$ cat config.mk
export PLATFORM = sky130hd
export DESIGN_NAME = multi_prd_freq_meter
export DESIGN_NICKNAME = d
export VERILOG_FILES = /design/src/rtl/multi_prd_freq_meter_pkg.sv /design/src/rtl/div.sv /design/src/rtl/multi_period_counter.sv /design/src/rtl/multi_prd_freq_meter.sv
export SDC_FILE = /design/constraint.sdc
export NUM_CORES = 1
export LEC_CHECK = 0
export CORE_MARGIN = 2
export CORE_UTILIZATION = 50
export CTS_CLUSTER_SIZE = 28
export DETAILED_ROUTE_END_ITERATION = 16
export GPL_ROUTABILITY_DRIVEN = 1
export PLACE_DENSITY = 0.71
export SETUP_SLACK_MARGIN = 0.2
export SLEW_MARGIN = 20
export SYNTH_ARGS = -nofsm -noshare
export SYNTH_HDL_FRONTEND = slang
export SYNTH_SLANG_ARGS = --single-unit
$ cat constraint.sdc
create_clock -name clk_i -period 2.5 [get_ports clk_i]
set_input_delay 0.25 -clock clk_i [delete_from_list [all_inputs] [get_ports clk_i]]
set_output_delay 0.25 -clock clk_i [all_outputs]
set_load 0.05 [all_outputs]
$ cat src/rtl/multi_prd_freq_meter_pkg.sv
// Shared types and constant helpers for the reciprocal multi-period frequency meter.
package multi_prd_freq_meter_pkg;

  typedef enum logic [2:0] {
    ST_IDLE,
    ST_ARM,
    ST_MEAS,
    ST_DIV,
    ST_CONV,
    ST_FIN
  } state_t;

  // Divider width: wide enough for the tick counter and for the NPRD*TICK_HZ dividend.
  function automatic int calc_w(input int pw, input int nprd, input int tick_hz);
    int need;
    need = $clog2(longint'(nprd) * longint'(tick_hz) + 64'sd1);
    return (pw > need) ? pw : need;
  endfunction

  function automatic logic [31:0] bcd_nines(input int digits);
    logic [31:0] r;
    r = '0;
    for (int i = 0; i < digits; i++) r[4*i +: 4] = 4'h9;
    return r;
  endfunction

  function automatic logic [63:0] pow10(input int n);
    logic [63:0] r;
    r = 64'd1;
    for (int i = 0; i < n; i++) r = r * 64'd10;
    return r;
  endfunction

endpackage

$ cat src/rtl/div.sv
// Restoring unsigned divider, one quotient bit per cycle; done_tick_o one cycle after the last step.
// A zero divisor yields an all-ones quotient.
module div #(
  parameter int W    = 8,
  parameter int CBIT = 4
) (
  input  logic         clk_i,
  input  logic         reset_i,
  input  logic         start_i,
  input  logic [W-1:0] dvsr_i,
  input  logic [W-1:0] dvnd_i,
  output logic         done_tick_o,
  output logic [W-1:0] quo_o
);

  logic            busy_q;
  logic [W-1:0]    rh_q, rl_q, d_q;
  logic [CBIT-1:0] n_q;
  logic            done_q;

  logic [W:0]   rem_sh;
  logic         ge;
  logic [W-1:0] rh_d, rl_d;

  always_comb begin
    rem_sh = {rh_q, rl_q[W-1]};
    ge     = (rem_sh >= {1'b0, d_q});
    rh_d   = ge ? W'(rem_sh - {1'b0, d_q}) : rem_sh[W-1:0];
    rl_d   = {rl_q[W-2:0], ge};
  end

  always_ff @(posedge clk_i) begin
    if (reset_i) begin
      busy_q <= 1'b0;
      rh_q   <= '0;
      rl_q   <= '0;
      d_q    <= '0;
      n_q    <= '0;
      done_q <= 1'b0;
    end else begin
      done_q <= 1'b0;
      if (!busy_q) begin
        if (start_i) begin
          busy_q <= 1'b1;
          rh_q   <= '0;
          rl_q   <= dvnd_i;
          d_q    <= dvsr_i;
          n_q    <= CBIT'(W);
        end
      end else begin
        rh_q <= rh_d;
        rl_q <= rl_d;
        n_q  <= n_q - 1'b1;
        if (n_q == CBIT'(1)) begin
          busy_q <= 1'b0;
          done_q <= 1'b1;
        end
      end
    end
  end

  assign done_tick_o = done_q;
  assign quo_o       = rl_q;

endmodule

$ cat src/rtl/multi_period_counter.sv
// Times NPRD rising edges of async si in prescaled ticks; done_tick_o pulses with t_o or tmo_o.
// Edge detection is 2 synchroniser cycles behind si; the tick count saturates into a timeout.
module multi_period_counter #(
  parameter int DIV_RATIO = 100,
  parameter int NPRD      = 4,
  parameter int PW        = 20
) (
  input  logic          clk_i,
  input  logic          reset_i,
  input  logic          start_i,
  input  logic          si_i,
  output logic          meas_o,
  output logic          done_tick_o,
  output logic          tmo_o,
  output logic [PW-1:0] t_o
);

  localparam int PSW = $clog2(DIV_RATIO);
  localparam int EW  = $clog2(NPRD + 1);
  localparam logic [PSW-1:0] PS_LAST = PSW'(DIV_RATIO - 1);
  localparam logic [EW-1:0]  E_LAST  = EW'(NPRD - 1);
  localparam logic [PW-1:0]  T_PRE   = PW'((longint'(1) << PW) - 2);

  logic           meta_q, sync1_q, sync2_q;
  logic           arm_q, meas_q, done_q, tmo_q;
  logic [PSW-1:0] pre_q;
  logic [PW-1:0]  tick_cnt_q, t_q;
  logic [EW-1:0]  edge_cnt_q;

  logic rise, tick, timeout_hit;

  always_comb begin
    rise        = sync1_q & ~sync2_q;
    tick        = (pre_q == PS_LAST);
    timeout_hit = tick && (tick_cnt_q == T_PRE);
  end

  always_ff @(posedge clk_i) begin
    if (reset_i) begin
      meta_q     <= 1'b0;
      sync1_q    <= 1'b0;
      sync2_q    <= 1'b0;
      arm_q      <= 1'b0;
      meas_q     <= 1'b0;
      done_q     <= 1'b0;
      tmo_q      <= 1'b0;
      pre_q      <= '0;
      tick_cnt_q <= '0;
      t_q        <= '0;
      edge_cnt_q <= '0;
    end else begin
      meta_q  <= si_i;
      sync1_q <= meta_q;
      sync2_q <= sync1_q;
      done_q  <= 1'b0;
      if (start_i) begin
        arm_q      <= 1'b1;
        meas_q     <= 1'b0;
        tmo_q      <= 1'b0;
        pre_q      <= '0;
        tick_cnt_q <= '0;
        edge_cnt_q <= '0;
      end else if (arm_q || meas_q) begin
        pre_q      <= tick ? '0 : pre_q + 1'b1;
        tick_cnt_q <= tick_cnt_q + PW'(tick);
        // A final edge coinciding with the timeout tick still yields a valid T.
        if (meas_q && rise && edge_cnt_q == E_LAST) begin
          meas_q <= 1'b0;
          done_q <= 1'b1;
          t_q    <= tick_cnt_q + PW'(tick);
        end else if (timeout_hit) begin
          arm_q  <= 1'b0;
          meas_q <= 1'b0;
          done_q <= 1'b1;
          tmo_q  <= 1'b1;
        end else if (arm_q && rise) begin
          arm_q      <= 1'b0;
          meas_q     <= 1'b1;
          pre_q      <= '0;
          tick_cnt_q <= '0;
          edge_cnt_q <= '0;
        end else if (meas_q && rise) begin
          edge_cnt_q <= edge_cnt_q + 1'b1;
        end
      end
    end
  end

  assign meas_o      = meas_q;
  assign done_tick_o = done_q;
  assign tmo_o       = tmo_q;
  assign t_o         = t_q;

endmodule

$ cat src/rtl/multi_prd_freq_meter.sv
// Reciprocal frequency meter: freq = NPRD*TICK_HZ / T, committed with packed BCD in one done_tick_o.
// Result latency after the last edge is sync + divide + W-step double-dabble + fin; outputs hold between commits.
module multi_prd_freq_meter
  import multi_prd_freq_meter_pkg::*;
#(
  parameter int CLK_HZ  = 100_000_000,
  parameter int TICK_HZ = 1_000_000,
  parameter int NPRD    = 4,
  parameter int PW      = 20,
  parameter int DIGITS  = 4,
  localparam int W      = calc_w(PW, NPRD, TICK_HZ)
) (
  input  logic                clk_i,
  input  logic                reset_i,
  input  logic                start_i,
  input  logic                cont_i,
  input  logic                si_i,
  output logic                ready_o,
  output logic                done_tick_o,
  output logic                ovf_o,
  output logic                tmo_o,
  output logic [W-1:0]        freq_o,
  output logic [4*DIGITS-1:0] bcd_o
);

  localparam int BW   = 4 * DIGITS;
  localparam int CBIT = $clog2(W) + 1;
  localparam logic [W-1:0]  DVND  = W'(longint'(NPRD) * longint'(TICK_HZ));
  localparam logic [63:0]   LIMIT = pow10(DIGITS);
  localparam logic [31:0]   NINES = bcd_nines(DIGITS);

  state_t          state_q;
  logic            ready_q, done_q, ovf_q, tmo_q;
  logic [W-1:0]    freq_q;
  logic [BW-1:0]   bcd_q;
  logic            res_ovf_q, res_tmo_q;
  logic [W-1:0]    res_freq_q;
  logic [BW-1:0]   res_bcd_q;
  logic            cnt_start_q, div_start_q;
  logic [W-1:0]    t_q, bin_q;
  logic [BW-1:0]   dd_q;
  logic [CBIT-1:0] sh_cnt_q;

  logic          cnt_meas, cnt_done, cnt_tmo;
  logic [PW-1:0] cnt_t;
  logic          div_done;
  logic [W-1:0]  div_quo;
  logic          quo_big;
  logic [BW-1:0] dd_adj, dd_d;
  logic [3:0]    dig;

  multi_period_counter #(
    .DIV_RATIO(CLK_HZ / TICK_HZ),
    .NPRD     (NPRD),
    .PW       (PW)
  ) u_cnt (
    .clk_i      (clk_i),
    .reset_i    (reset_i),
    .start_i    (cnt_start_q),
    .si_i       (si_i),
    .meas_o     (cnt_meas),
    .done_tick_o(cnt_done),
    .tmo_o      (cnt_tmo),
    .t_o        (cnt_t)
  );

  div #(
    .W   (W),
    .CBIT(CBIT)
  ) u_div (
    .clk_i      (clk_i),
    .reset_i    (reset_i),
    .start_i    (div_start_q),
    .dvsr_i     (t_q),
    .dvnd_i     (DVND),
    .done_tick_o(div_done),
    .quo_o      (div_quo)
  );

  // Double-dabble step: add 3 to every digit >= 5, then shift in the next binary bit.
  always_comb begin
    dd_adj = '0;
    dig    = '0;
    for (int i = 0; i < DIGITS; i++) begin
      dig = dd_q[4*i +: 4];
      dd_adj[4*i +: 4] = (dig >= 4'd5) ? dig + 4'd3 : dig;
    end
    dd_d    = BW'({dd_adj, bin_q[W-1]});
    quo_big = (64'(div_quo) >= LIMIT);
  end

  always_ff @(posedge clk_i) begin
    if (reset_i) begin
      state_q     <= ST_IDLE;
      ready_q     <= 1'b1;
      done_q      <= 1'b0;
      ovf_q       <= 1'b0;
      tmo_q       <= 1'b0;
      freq_q      <= '0;
      bcd_q       <= '0;
      res_ovf_q   <= 1'b0;
      res_tmo_q   <= 1'b0;
      res_freq_q  <= '0;
      res_bcd_q   <= '0;
      cnt_start_q <= 1'b0;
      div_start_q <= 1'b0;
      t_q         <= '0;
      bin_q       <= '0;
      dd_q        <= '0;
      sh_cnt_q    <= '0;
    end else begin
      cnt_start_q <= 1'b0;
      div_start_q <= 1'b0;
      done_q      <= 1'b0;
      case (state_q)
        ST_IDLE: begin
          if (start_i || cont_i) begin
            state_q     <= ST_ARM;
            ready_q     <= 1'b0;
            cnt_start_q <= 1'b1;
          end
        end
        ST_ARM, ST_MEAS: begin
          if (cnt_done) begin
            if (cnt_tmo) begin
              res_freq_q <= '0;
              res_bcd_q  <= '0;
              res_ovf_q  <= 1'b0;
              res_tmo_q  <= 1'b1;
              state_q    <= ST_FIN;
            end else begin
              t_q         <= W'(cnt_t);
              div_start_q <= (cnt_t != '0);
              state_q     <= ST_DIV;
            end
          end else if (cnt_meas) begin
            state_q <= ST_MEAS;
          end
        end
        ST_DIV: begin
          if (t_q == '0) begin
            res_freq_q <= '1;
            res_bcd_q  <= NINES[BW-1:0];
            res_ovf_q  <= 1'b1;
            res_tmo_q  <= 1'b0;
            state_q    <= ST_FIN;
          end else if (div_done) begin
            res_freq_q <= div_quo;
            res_tmo_q  <= 1'b0;
            if (quo_big) begin
              res_bcd_q <= NINES[BW-1:0];
              res_ovf_q <= 1'b1;
              state_q   <= ST_FIN;
            end else begin
              bin_q    <= div_quo;
              dd_q     <= '0;
              sh_cnt_q <= '0;
              state_q  <= ST_CONV;
            end
          end
        end
        ST_CONV: begin
          bin_q    <= {bin_q[W-2:0], 1'b0};
          dd_q     <= dd_d;
          sh_cnt_q <= sh_cnt_q + 1'b1;
          if (sh_cnt_q == CBIT'(W - 1)) begin
            res_bcd_q <= dd_d;
            res_ovf_q <= 1'b0;
            state_q   <= ST_FIN;
          end
        end
        ST_FIN: begin
          freq_q <= res_freq_q;
          bcd_q  <= res_bcd_q;
          ovf_q  <= res_ovf_q;
          tmo_q  <= res_tmo_q;
          done_q <= 1'b1;
          if (cont_i) begin
            state_q     <= ST_ARM;
            cnt_start_q <= 1'b1;
          end else begin
            state_q <= ST_IDLE;
            ready_q <= 1'b1;
          end
        end
        default: begin
          state_q <= ST_IDLE;
          ready_q <= 1'b1;
        end
      endcase
    end
  end

  assign ready_o     = ready_q;
  assign done_tick_o = done_q;
  assign ovf_o       = ovf_q;
  assign tmo_o       = tmo_q;
  assign freq_o      = freq_q;
  assign bcd_o       = bcd_q;

endmodule

After elaboration in Yosys (flattened, before gate mapping)
Cells that the tools add are included.
- $add $sub $neg: 10
- order comparisons: 6
- equal/unequal tests: 22
- mux-type cells: 87
- bitwise operators: 11
- reduce and logical (&&, ||, !) cells: 35
- operators by type and width (cell ; number):
    $mux 22 ; 12
    $mux 16 ; 9
    $pmux 22 s2 ; 2
    $mux 20 ; 3
    $pmux 16 s3 ; 1
    $pmux 16 s2 ; 1
    $mux 1 ; 31
    $mux 3 ; 10
    $mux 6 ; 5
    $mux 7 ; 4
    $ge 23x20->1 ; 1
    $ge 22x14->1 const B ; 1
    $logic_not 22->1 ; 1
    $sub 22x20->22 ; 1
    $add 20x1->20 ; 1
    $eq 20x20->1 const B ; 1
    $reduce_bool 20->1 ; 1
    $ge 4x3->1 const B ; 4
    $reduce_and 4->1 ; 4
    $pmux 3 s5 ; 1
    $reduce_and 3->1 ; 5
    $add 4x2->4 const B ; 3
    $mux 4 ; 3
    $ne 2x2->1 const B ; 6
    30 further kinds ; 60
- register bits after elaboration: 280
- bits of input ports: 5
- output and inout port bits: 42
- word-level logic and storage cells: 205

Longest topological paths before layout
Gate-level depths: netlist (run 1).
- depth after elaboration: 8
- mapped depth: 11

By module
Synthesis (run 1) repeated with hierarchy kept, for this count alone.
- cells, all modules: 1608
- area, all modules: 13382.8 um^2
- by module, submodules not included (module ; times used ; cells each ; area an instance (um^2) ; seq. area each (um^2)):
    multi_prd_freq_meter ; 1 ; 752 ; 6406.1 ; 3022.9
    div ; 1 ; 531 ; 4224.1 ; 1481.4
    multi_period_counter ; 1 ; 325 ; 2752.6 ; 1141.1

Least setup slack after synthesis (run 1)
Ideal clock, no wire load.
- path kind: register to register
- start point: register u_cnt.pre_q[2]
- end point: register u_cnt.tick_cnt_q[18]
- arrival time: 2.644 ns
- required time: 2.372 ns
- setup slack: -0.273 ns
- cell stages (with the launch flop): 12
- buffers on the path: 0
- clock period less this slack: 2.773 ns
- path through: dfxtp_1 -> nor4b_1 -> and3_1 -> ha_1 -> ha_1 -> inv_1 -> nor4_1 -> nand2_1 -> nor2_1 -> a31oi_1 -> o211ai_1 -> o31ai_1
- cells in the longest elaborated chain, start to end: 5
- RTL lines (item ; RTL line ; RTL):
    start: declaration ; multi_period_counter.sv:26 ; logic [PSW-1:0] pre_q;
    start signal: assignment ; multi_period_counter.sv:64 ; pre_q <= tick ? '0 : pre_q + 1'b1;
    $eq 7x7->1 (*) ; multi_period_counter.sv:34 ; tick = (pre_q == PS_LAST);
    $add 20x1->20 ; multi_period_counter.sv:65 ; tick_cnt_q <= tick_cnt_q + PW'(tick);
    $mux 20 ; multi_period_counter.sv:76 ; end else if (arm_q && rise) begin
    $mux 20 ; multi_period_counter.sv:71 ; end else if (timeout_hit) begin
    $mux 20 (*) ; multi_period_counter.sv:67 ; if (meas_q && rise && edge_cnt_q == E_LAST) begin
    end signal: assignment ; multi_period_counter.sv:65 ;
    end: declaration ; multi_period_counter.sv:27 ; logic [PW-1:0] tick_cnt_q, t_q;
Every way passes the cells marked *; elsewhere a longest branch is shown, timed or not.
A chain may end at the register's enable or synchronous reset.

Worst setup path in the final report (run 1)
- start point: register u_div.d_q[17]
- end point: register u_div.rh_q[20]
- cells in the longest elaborated chain, start to end: 3
- RTL lines (item ; RTL line ; RTL):
    start: declaration ; div.sv:17 ; logic [W-1:0] rh_q, rl_q, d_q;
    start signal: assignment ; div.sv:47 ; d_q <= dvsr_i;
    $sub 22x20->22 or $ge 23x20->1 (tied branches) ; div.sv:28, div.sv:27 ;
    $mux 22 (*) ; div.sv:28 ; rh_d = ge ? W'(rem_sh - {1'b0, d_q}) : rem_sh[W-1:0];
    $mux 22 (*) ; div.sv:42 ; if (!busy_q) begin
    end signal: assignment ; div.sv:51 ; rh_q <= rh_d;
    end: declaration ; div.sv:17 ;
Marked as above.

==> impl_metrics.tcl, run 1 <==
set metrics [dict create \
    worstMarginPinSlew_ns 0.8283 \
    drc 0 \
    drt-initial-drc-count 770 \
    die-area_sq_um 26440 \
    grt-ovfl-total 0 \
    grt_pass1_wl_mm 48.27 \
    die_w_um 162.6 \
    avgSynthCellArea_sq_um 8.121 \
    gp_congestion 0.8566 \
    drt-total-wl_mm 28.64 \
    drv_slew 0 \
    ctsRootBufferMaster "clkbuf_16" \
    fp.dieH_um 162.6 \
    grt_pass1_vias 10054 \
    wire_per_inst_um 14.65 \
    vias 10712 \
    area_delta_synth_final_pct 20.74 \
    antenna_cells 0 \
    total_power_uw 9760 \
    drive_gt1_share_pct 14.15 \
    track_usage_pct 21.35 \
    drt_pass1_iterations 7 \
    critPathTopFamily "simple AND/OR/NAND/NOR gates" \
    ys_warn_count 0 \
    utilization_pct 60.84 \
    slowest_stage "or4_4" \
    grt_antenna_before_repair 0 \
    path_class "flop to flop" \
    most-common-layout-cells "261 x dfxtp_1, 221 x nand2_1, 212 x nor2_1" \
    stdcell_area_sq_um 15190 \
    nets 1647 \
    syn_nets 1592 \
    worstPathRequired_ns 2.93 \
    setup.worst_path.end_class "flop" \
    drv_cap 0 \
    num_io_pins 47 \
    ctsHoldBuffers 0 \
    clkLatencyLatePin_ns 0.55 \
    ys_async_sr_fraction_pct 0 \
    cts_max_path_buffers 3 \
    power_density_nw_per_um2 642.6 \
    fin_worst_skew_ns 0.01167 \
    start_util_pct 50.39 \
    final_common_cell "dfxtp_1" \
    grt_max_degree 83 \
    placed_area_sq_um 13680 \
    ys_seq_area_share_pct 44.56 \
    avgViaCountPerCell 5.479 \
    fill_cells 2191 \
    place_hpwl_mm 18.16 \
    cp-start-kind "flop" \
    ys_seq_elements 280 \
    cts_sinks 280 \
    max_stage_delay_ns 0.51 \
    finalCriticalPeriod_ns 2.368 \
    whs_ns 0.08917 \
    irDropWorstVdd_uv 593.1 \
    worstPathMaxFanout 7 \
    status "complete, no violations" \
    p_leak_uw 0.005384 \
    placement.io_buffers 46 \
    h-tree-depth 1 \
    cts_buffers 29 \
    hold_viol_final 0 \
    finalSetupViolations 0 \
    max_freq_mhz 422.2 \
    core_sq_um 24960 \
    yosys_most_used_dff "dfxtp_1" \
    syn_inst 1549 \
    setup_tns_ns 0 \
    synth_edf_count 0 \
    crit_chain "inv_1 -> ha_4 -> and3_4 -> nand3_2 -> or4_4 -> o211ai_4 -> nor2_4 -> o311a_1 -> a221o_1" \
    netlist-cell-type-count 63 \
    core.rowCount 58 \
    cts_tree "yes" \
    clk_pin_slew_ns 0.06 \
    crit_buf_inv 1 \
    worstPathArrival_ns 2.80 \
    period_share_pct 94.73 \
    ant_nets 0 \
    hold_path.class "primary input to flop" \
    syn_area_sq_um 12580 \
    rsz0062_at_grt "true" \
    maxSlewHeadroom_pct 44.78 \
]
power by group:
part | internal (uW) | total, uW | leakage, uW | switching [uW]
clock | 2460 | 4220 | 0.000466 | 1750
sequential | 4600 | 4730 | 0.00227 | 130
combinational | 292 | 811 | 0.00265 | 519
area by class of cell:
type | instances | area, sq um | share of cell area, %
Sequential cell | 280 | 5629 | 37.06
Clock inverter | 11 | 92.59 | 0.6096
Clock buffer | 41 | 850.8 | 5.602
Multi-Input combinational cell | 1127 | 6957 | 45.80
Timing Repair Buffer | 123 | 1085 | 7.142
Inverter | 43 | 161.4 | 1.063
Tap cell | 330 | 412.9 | 2.719
Yosys cell counts, drive strengths merged (12+ instances only):
master / number / area (sq um)
inv: 43 / 161.4
ha: 37 / 462.9
mux2i: 36 / 360.4
nor4: 15 / 93.84
o21ai: 55 / 275.3
xnor2: 28 / 245.2
nand4: 13 / 81.33
a311oi: 19 / 166.4
nor2: 217 / 822.0
nand3: 37 / 185.2
nor3: 23 / 115.1
a21oi: 178 / 890.9
nand2: 224 / 840.8
a22oi: 15 / 112.6
a211oi: 48 / 365.3
xor2: 33 / 289.0
clkbuf: 88 / 330.3
nand2b: 15 / 93.84
dfxtp: 280 / 5605
nor3b: 21 / 157.7
a21o: 12 / 90.09
routing by layer:
| metal | up-vias | routed length (um) | GRT usage [%] |
|---|---|---|---|
| met5 | - | 0 | 0 |
| li1 | 5490 | - | - |
| met2 | 193 | 13300 | 36.27 |
| met3 | 41 | 1115 | 3.209 |
| met1 | 4988 | 13700 | 28.82 |
| met4 | 0 | 522 | 4.787 |
through the flow:
stage                     cells  setup slack, ns
after floorplan            1549           0.2021
after global placement     1877           0.1310
after detailed placement   1877          0.08161
after CTS                  1945           0.1701
after global routing       1955          0.05016
final                      1955           0.1317
sequential cells by signal, indices dropped and copies added (netlist names), 20 cells and up:
| signal | cells |
|---|---|
| bin_q | 22 |
| t_q | 20 |
| u_cnt.tick_cnt_q | 20 |
| u_div.quo_o | 22 |
| freq_o | 22 |
| res_freq_q | 22 |
| u_div.rh_q | 22 |
| u_cnt.t_o | 20 |
| u_div.d_q | 20 |
cells by family after synthesis:
logic type      after synthesis  share of synthesized area, %
fa+ha+maj                    39                         3.919
buf+inv                     142                         4.317
xor+xnor                     61                         4.247
compound gates              372                         18.02
mux                          36                         2.865
flops                       280                         44.56
simple gates                619                         22.07
worst paths after layout:
path / from / endpoint / slack (ns) / cells after the start
worst max register to register: u_div.d_q[17] / u_div.rh_q[20] / 0.13 / 9
worst min-delay path: reset_i / t_q[14] / 0.09 / 2
worst max-delay path: u_div.d_q[17] / u_div.rh_q[20] / 0.13 / 9
worst min register to register: u_cnt.meta_q / u_cnt.sync1_q / 0.44 / 1
timing repair:
item                                    CTS  global route
endpoints found under the setup margin   28            74
setup buffers                            16            10
gates resized for setup                  42            38
pin swaps                                21            22
Note: power is estimated with default switching activity, not from simulation.
==> inputs of run 2 (changes only) <==
CELL_PAD_IN_SITES_DETAIL_PLACEMENT = 2   (was not set)
CELL_PAD_IN_SITES_GLOBAL_PLACEMENT = 2   (was not set)
CORE_UTILIZATION = 34   (was 50)
PLACE_DENSITY = not set   (was 0.71)
PLACE_DENSITY_LB_ADDON = 0.1   (was not set)
==> impl_metrics.tcl, run 2 (synthesis gave the netlist of run 1 again) <==
set metrics [dict create \
    rsz0062_at_grt "true" \
    die_w_um 196.4 \
    grt_pass1_vias 12286 \
    most-common-layout-cells "266 x dfxtp_1, 220 x nand2_1, 209 x nor2_1" \
    power_frac_seq_pct 43.3 \
    worstPathArrival_ns 2.98 \
    clkPwrFrac_pct 48.7 \
    ctsHoldBuffers 0 \
    nets 1689 \
    cts_sinks 280 \
    core.rowCount 70 \
    status "finished, violations left" \
    crit_chain "inv_2 -> ha_4 -> nand4_1 -> or2_1 -> or4_4 -> o211ai_4 -> nor2_4 -> buf_6 -> or4b_1 -> o211ai_1" \
    wire_per_inst_um 18.53 \
    drive_gt1_share_pct 17.49 \
    vias 11316 \
    final_common_cell "dfxtp_1" \
    stdcell_area_sq_um 16160 \
    period_share_pct 100.4 \
    hold_path.class "primary input to flop" \
    cts_tree "yes" \
    setup.worst_path.end_class "flop" \
    cts_buffers 35 \
    total_power_uw 10950 \
    area_delta_synth_final_pct 28.50 \
    avgViaCountPerCell 5.293 \
    max_freq_mhz 398.3 \
    drt_pass1_iterations 4 \
    grt_antenna_before_repair 0 \
    slowest_stage "or4_4" \
    worstPathRequired_ns 2.97 \
    p_leak_uw 0.005778 \
    seqCellArea_sq_um 5625 \
    critPathTopFamily "simple AND/OR/NAND/NOR gates" \
    gp_congestion 0.8009 \
    path_class "flop to flop" \
    placement.io_buffers 46 \
    drc 0 \
    cts_max_path_buffers 3 \
    num_io_pins 47 \
    die-area_sq_um 38550 \
    grt_pass1_wl_mm 65.21 \
    core_sq_um 36520 \
    ant_nets 0 \
    cp-start-kind "flop" \
    fin_worst_skew_ns 0.02273 \
    track_usage_pct 20.62 \
    setup_tns_ns -0.02089 \
    finalSetupViolations 2 \
    reg2reg_slack_ns -0.01 \
    drv_slew 0 \
    ctsRootBufferMaster "clkbuf_16" \
    place_hpwl_mm 25.45 \
    power_density_nw_per_um2 677.5 \
    timing.final.ws_setup_ns -0.01065 \
    violations "setup timing" \
    p_sw_share_pct 24.92 \
    irDropWorstVdd_uv 513.2 \
    maxSlewHeadroom_pct 31.65 \
    drt-total-wl_mm 39.62 \
    antenna_cells 0 \
    drt-initial-drc-count 364 \
    clkLatencyLatePin_ns 0.55 \
    fp.dieH_um 196.4 \
    start_util_pct 34.44 \
    max_stage_delay_ns 0.50 \
    grt-ovfl-total 0 \
    placed_area_sq_um 14170 \
    grt_max_degree 89 \
    crit_buf_inv 2 \
    power_switching_uw 2729 \
    power_frac_comb_pct 8.0 \
    drv_cap 0 \
    clk_pin_slew_ns 0.05 \
    fill_cells 3958 \
    worstPathMaxFanout 4 \
    whs_ns 0.07896 \
    finalCriticalPeriod_ns 2.511 \
    multiInputGateArea_sq_um 7122 \
    hold_viol_final 0 \
    intPower_uw 8222 \
    worstMarginPinSlew_ns 1.022 \
    h-tree-depth 2 \
]
[run 2: power by group through the flow]
stage / clock, uW / combinational, uW / sequential (uW)
floorplan: 0 / 610 / 4780
global placement: 0 / 851 / 4830
detailed placement: 0 / 875 / 4830
CTS: 5510 / 884 / 4740
global route: 5700 / 974 / 4760
finish: 5340 / 875 / 4740
[run 2: final cells by class]
cell class,instances,area share [%]
flip-flops and latches,280,34.80
clock inverters,12,1.099
repair buffers,159,8.987
inverters,43,0.9985
well taps,468,3.623
clock buffers,49,6.432
multi-input cells,1127,44.06
[run 2: routing by layer]
metal | GRT usage (%) | wire length (um) | vias up
met2 | 35.07 | 18680 | 103
li1 | - | - | 5576
met1 | 27.19 | 19280 | 5588
met4 | 5.752 | 692 | 0
met3 | 3.149 | 966 | 49
met5 | 0 | 0 | -
[run 2: stage by stage]
step	setup WS, ns	utilization, %	cells
floorplan	0.2021	-	1549
global placement	-0.01762	38.79	2051
detailed placement	-0.09710	38.79	2051
CTS	-0.05062	42.98	2120
global route	-0.1371	44.26	2138
finish	-0.01065	44.26	2138
[run 2: final timing paths]
kind                  from              to  cells after the start
min reg2reg   res_bcd_q[0]        bcd_o[0]                      2
max reg2reg  u_div.d_q[10]  u_div.rh_q[21]                     10
max          u_div.d_q[10]  u_div.rh_q[21]                     10
min                reset_i         t_q[19]                      2
[run 2: timing repair]
action / in CTS / in global routing
pin swaps: 19 / 28
gates cloned: 1 / 0
endpoints found under the setup margin: 58 / 79
resized for setup: 58 / 78
buffers inserted: 7 / 18
[run 2: worst register-to-register path, stage by stage, from the launching register on]
cell      delay (ns)
dfxtp_2         0.34
inv_2           0.05
ha_4            0.26
nand4_1         0.13
or2_1           0.26
or4_4           0.50
o211ai_4        0.11
nor2_4          0.08
buf_6           0.13
or4b_1          0.46
o211ai_1        0.10
==> inputs of run 3 (changes only) <==
CORE_MARGIN = 8   (was 2)
CORE_UTILIZATION = 35   (was 34)
CTS_CLUSTER_SIZE = 8   (was 28)
DONT_BUFFER_PORTS = 1   (was not set)
==> impl_metrics.tcl, run 3 (synthesis gave the netlist of run 1 again) <==
set metrics [dict create \
    status "finished, violations left" \
    violations "setup timing" \
    drt_pass1_iterations 6 \
    hold_viol_final 0 \
    fin_worst_skew_ns 0.01429 \
    power_frac_seq_pct 45.3 \
    total_power_uw 10540 \
    most-common-layout-cells "257 x dfxtp_1, 219 x nand2_1, 209 x nor2_1" \
    num_io_pins 47 \
    maxSlewHeadroom_pct 52.50 \
    cts_sinks 280 \
    stdcell_count 2183 \
    gp_congestion 0.7973 \
    power_switching_uw 2680 \
    fp.dieH_um 205.6 \
    path_class "flop to flop" \
    track_usage_pct 20.26 \
    grt-ovfl-total 0 \
    rsz0062_at_grt "true" \
    worstPathMaxFanout 5 \
    h-tree-depth 2 \
    die_w_um 205.6 \
    worstMarginPinSlew_ns 0.7111 \
    drive_gt1_share_pct 18.18 \
    grtUsageMet1_pct 24.94 \
    wire_per_inst_um 20.55 \
    placement.io_buffers 0 \
    grt_antenna_before_repair 0 \
    avgViaCountPerCell 5.395 \
    final_common_cell "dfxtp_1" \
    clk_pin_slew_ns 0.05 \
    worstPathRequired_ns 2.94 \
    core_sq_um 35480 \
    worstPathArrival_ns 3.02 \
    cts_tree "yes" \
    cts_buffers 40 \
    power_density_nw_per_um2 627.3 \
    core.rowCount 69 \
    start_util_pct 35.45 \
    clkLatencyLatePin_ns 0.56 \
    finalSetupViolations 11 \
    gr-usage-met3_pct 4.314 \
    setup.worst_path.end_class "flop" \
    drv_slew 0 \
    grt_pass1_vias 13105 \
    cts_max_path_buffers 3 \
    drt-total-wl_mm 44.87 \
    intPower_uw 7858 \
    ctsRootBufferMaster "clkbuf_16" \
    power_frac_comb_pct 8.0 \
    stdcell_area_sq_um 16800 \
    ant_nets 0 \
    grt_pass1_wl_mm 69.83 \
    busiest_layer "met2" \
    utilization_pct 47.34 \
    grt_max_degree 116 \
    grt_util_met2_pct 35.43 \
    placed_area_sq_um 13790 \
    antenna_cells 0 \
    fill_cells 3793 \
    period_share_pct 103.4 \
    drv_cap 0 \
    drc 0 \
    nets 1764 \
    hold_path.class "primary input to flop" \
    p_sw_share_pct 25.43 \
    cp-start-kind "flop" \
    die-area_sq_um 42260 \
    clkPwrFrac_pct 46.6 \
    place_inst 2008 \
    vias 11778 \
    area_delta_synth_final_pct 33.54 \
    irDropWorstVdd_uv 562.9 \
    p_leak_uw 0.006346 \
    place_hpwl_mm 24.86 \
    finalCriticalPeriod_ns 2.586 \
    timing.final.ws_setup_ns -0.08596 \
    drt-initial-drc-count 400 \
    max_freq_mhz 386.7 \
]
-- run 3: cell count changes in the layout (fill, tap and decap cells not counted), moves of 7 or more --
| cell | change |
|---|---|
| dfxtp_1 | -9 |
| buf_4 | +14 |
| dlygate4sd3_1 | +98 |
| clkdlybuf4s50_1 | -45 |
| clkbuf_8 | -9 |
| dfxtp_2 | +7 |
-- run 3: final timing paths --
kind                                    start              to  slack [ns]  cells past startpoint
worst min register to register       bin_q[0]        bin_q[0]        0.46                      2
worst min-delay path                  start_i         ready_o        0.08                      3
worst max register to register  u_div.d_q[19]  u_div.rh_q[12]       -0.09                     11
worst max-delay path            u_div.d_q[19]  u_div.rh_q[12]       -0.09                     11
-- run 3: power groups by stage --
stage	clock, uW	sequential (uW)	combinational (uW)
2_1_floorplan	0	4780	610
3_3_place_gp	0	4850	744
3_5_place_dp	0	4860	767
4_1_cts	5060	4770	842
5_1_grt	5220	4790	942
6_report	4910	4780	846
-- run 3: what timing repair did --
action	4_1_cts	5_1_grt
setup buffers	14	19
resized for setup	63	92
hold buffers	99	0
setup endpoints to repair	62	101
pin swaps	23	44
endpoints found under the hold margin	210	0
-- run 3: area by class of cell --
cell class | count | area, sq um | area share (%)
tap | 461 | 576.8 | 3.434
inverter | 43 | 161.4 | 0.9608
clock buffer | 42 | 1051 | 6.257
multi-input combinational | 1127 | 7157 | 42.60
clock inverter | 1 | 16.27 | 0.09683
sequential | 280 | 5642 | 33.58
timing repair buffer | 229 | 2195 | 13.06
-- run 3: routing by layer --
metal	part of all wire [%]	vias up
met3	3.7	59
met4	1.8	0
li1	-	5692
met5	0	-
met1	45	5888
met2	50	139
-- run 3: critical path, cell delays in order, from the launching register on --
cell and delay [ns]:
dfxtp_1 0.35, inv_1 0.09, ha_4 0.28, nand3_1 0.13
or3_1 0.49, a211oi_2 0.35, nor2_4 0.10, buf_12 0.14
buf_12 0.13, buf_12 0.12, mux2i_2 0.18, o21ai_1 0.11
-- run 3: metrics by stage --
step,TNS [ns],worst slack (ns),hold slack (ns)
after floorplan,0,0.2021,0.3782
after global placement,-0.1608,-0.07680,0.3468
after detailed placement,-0.8078,-0.1720,0.3547
after CTS,-0.001360,-0.001360,0.01971
after global routing,-1.985,-0.1698,0.1585
final,-0.5614,-0.08596,0.08076
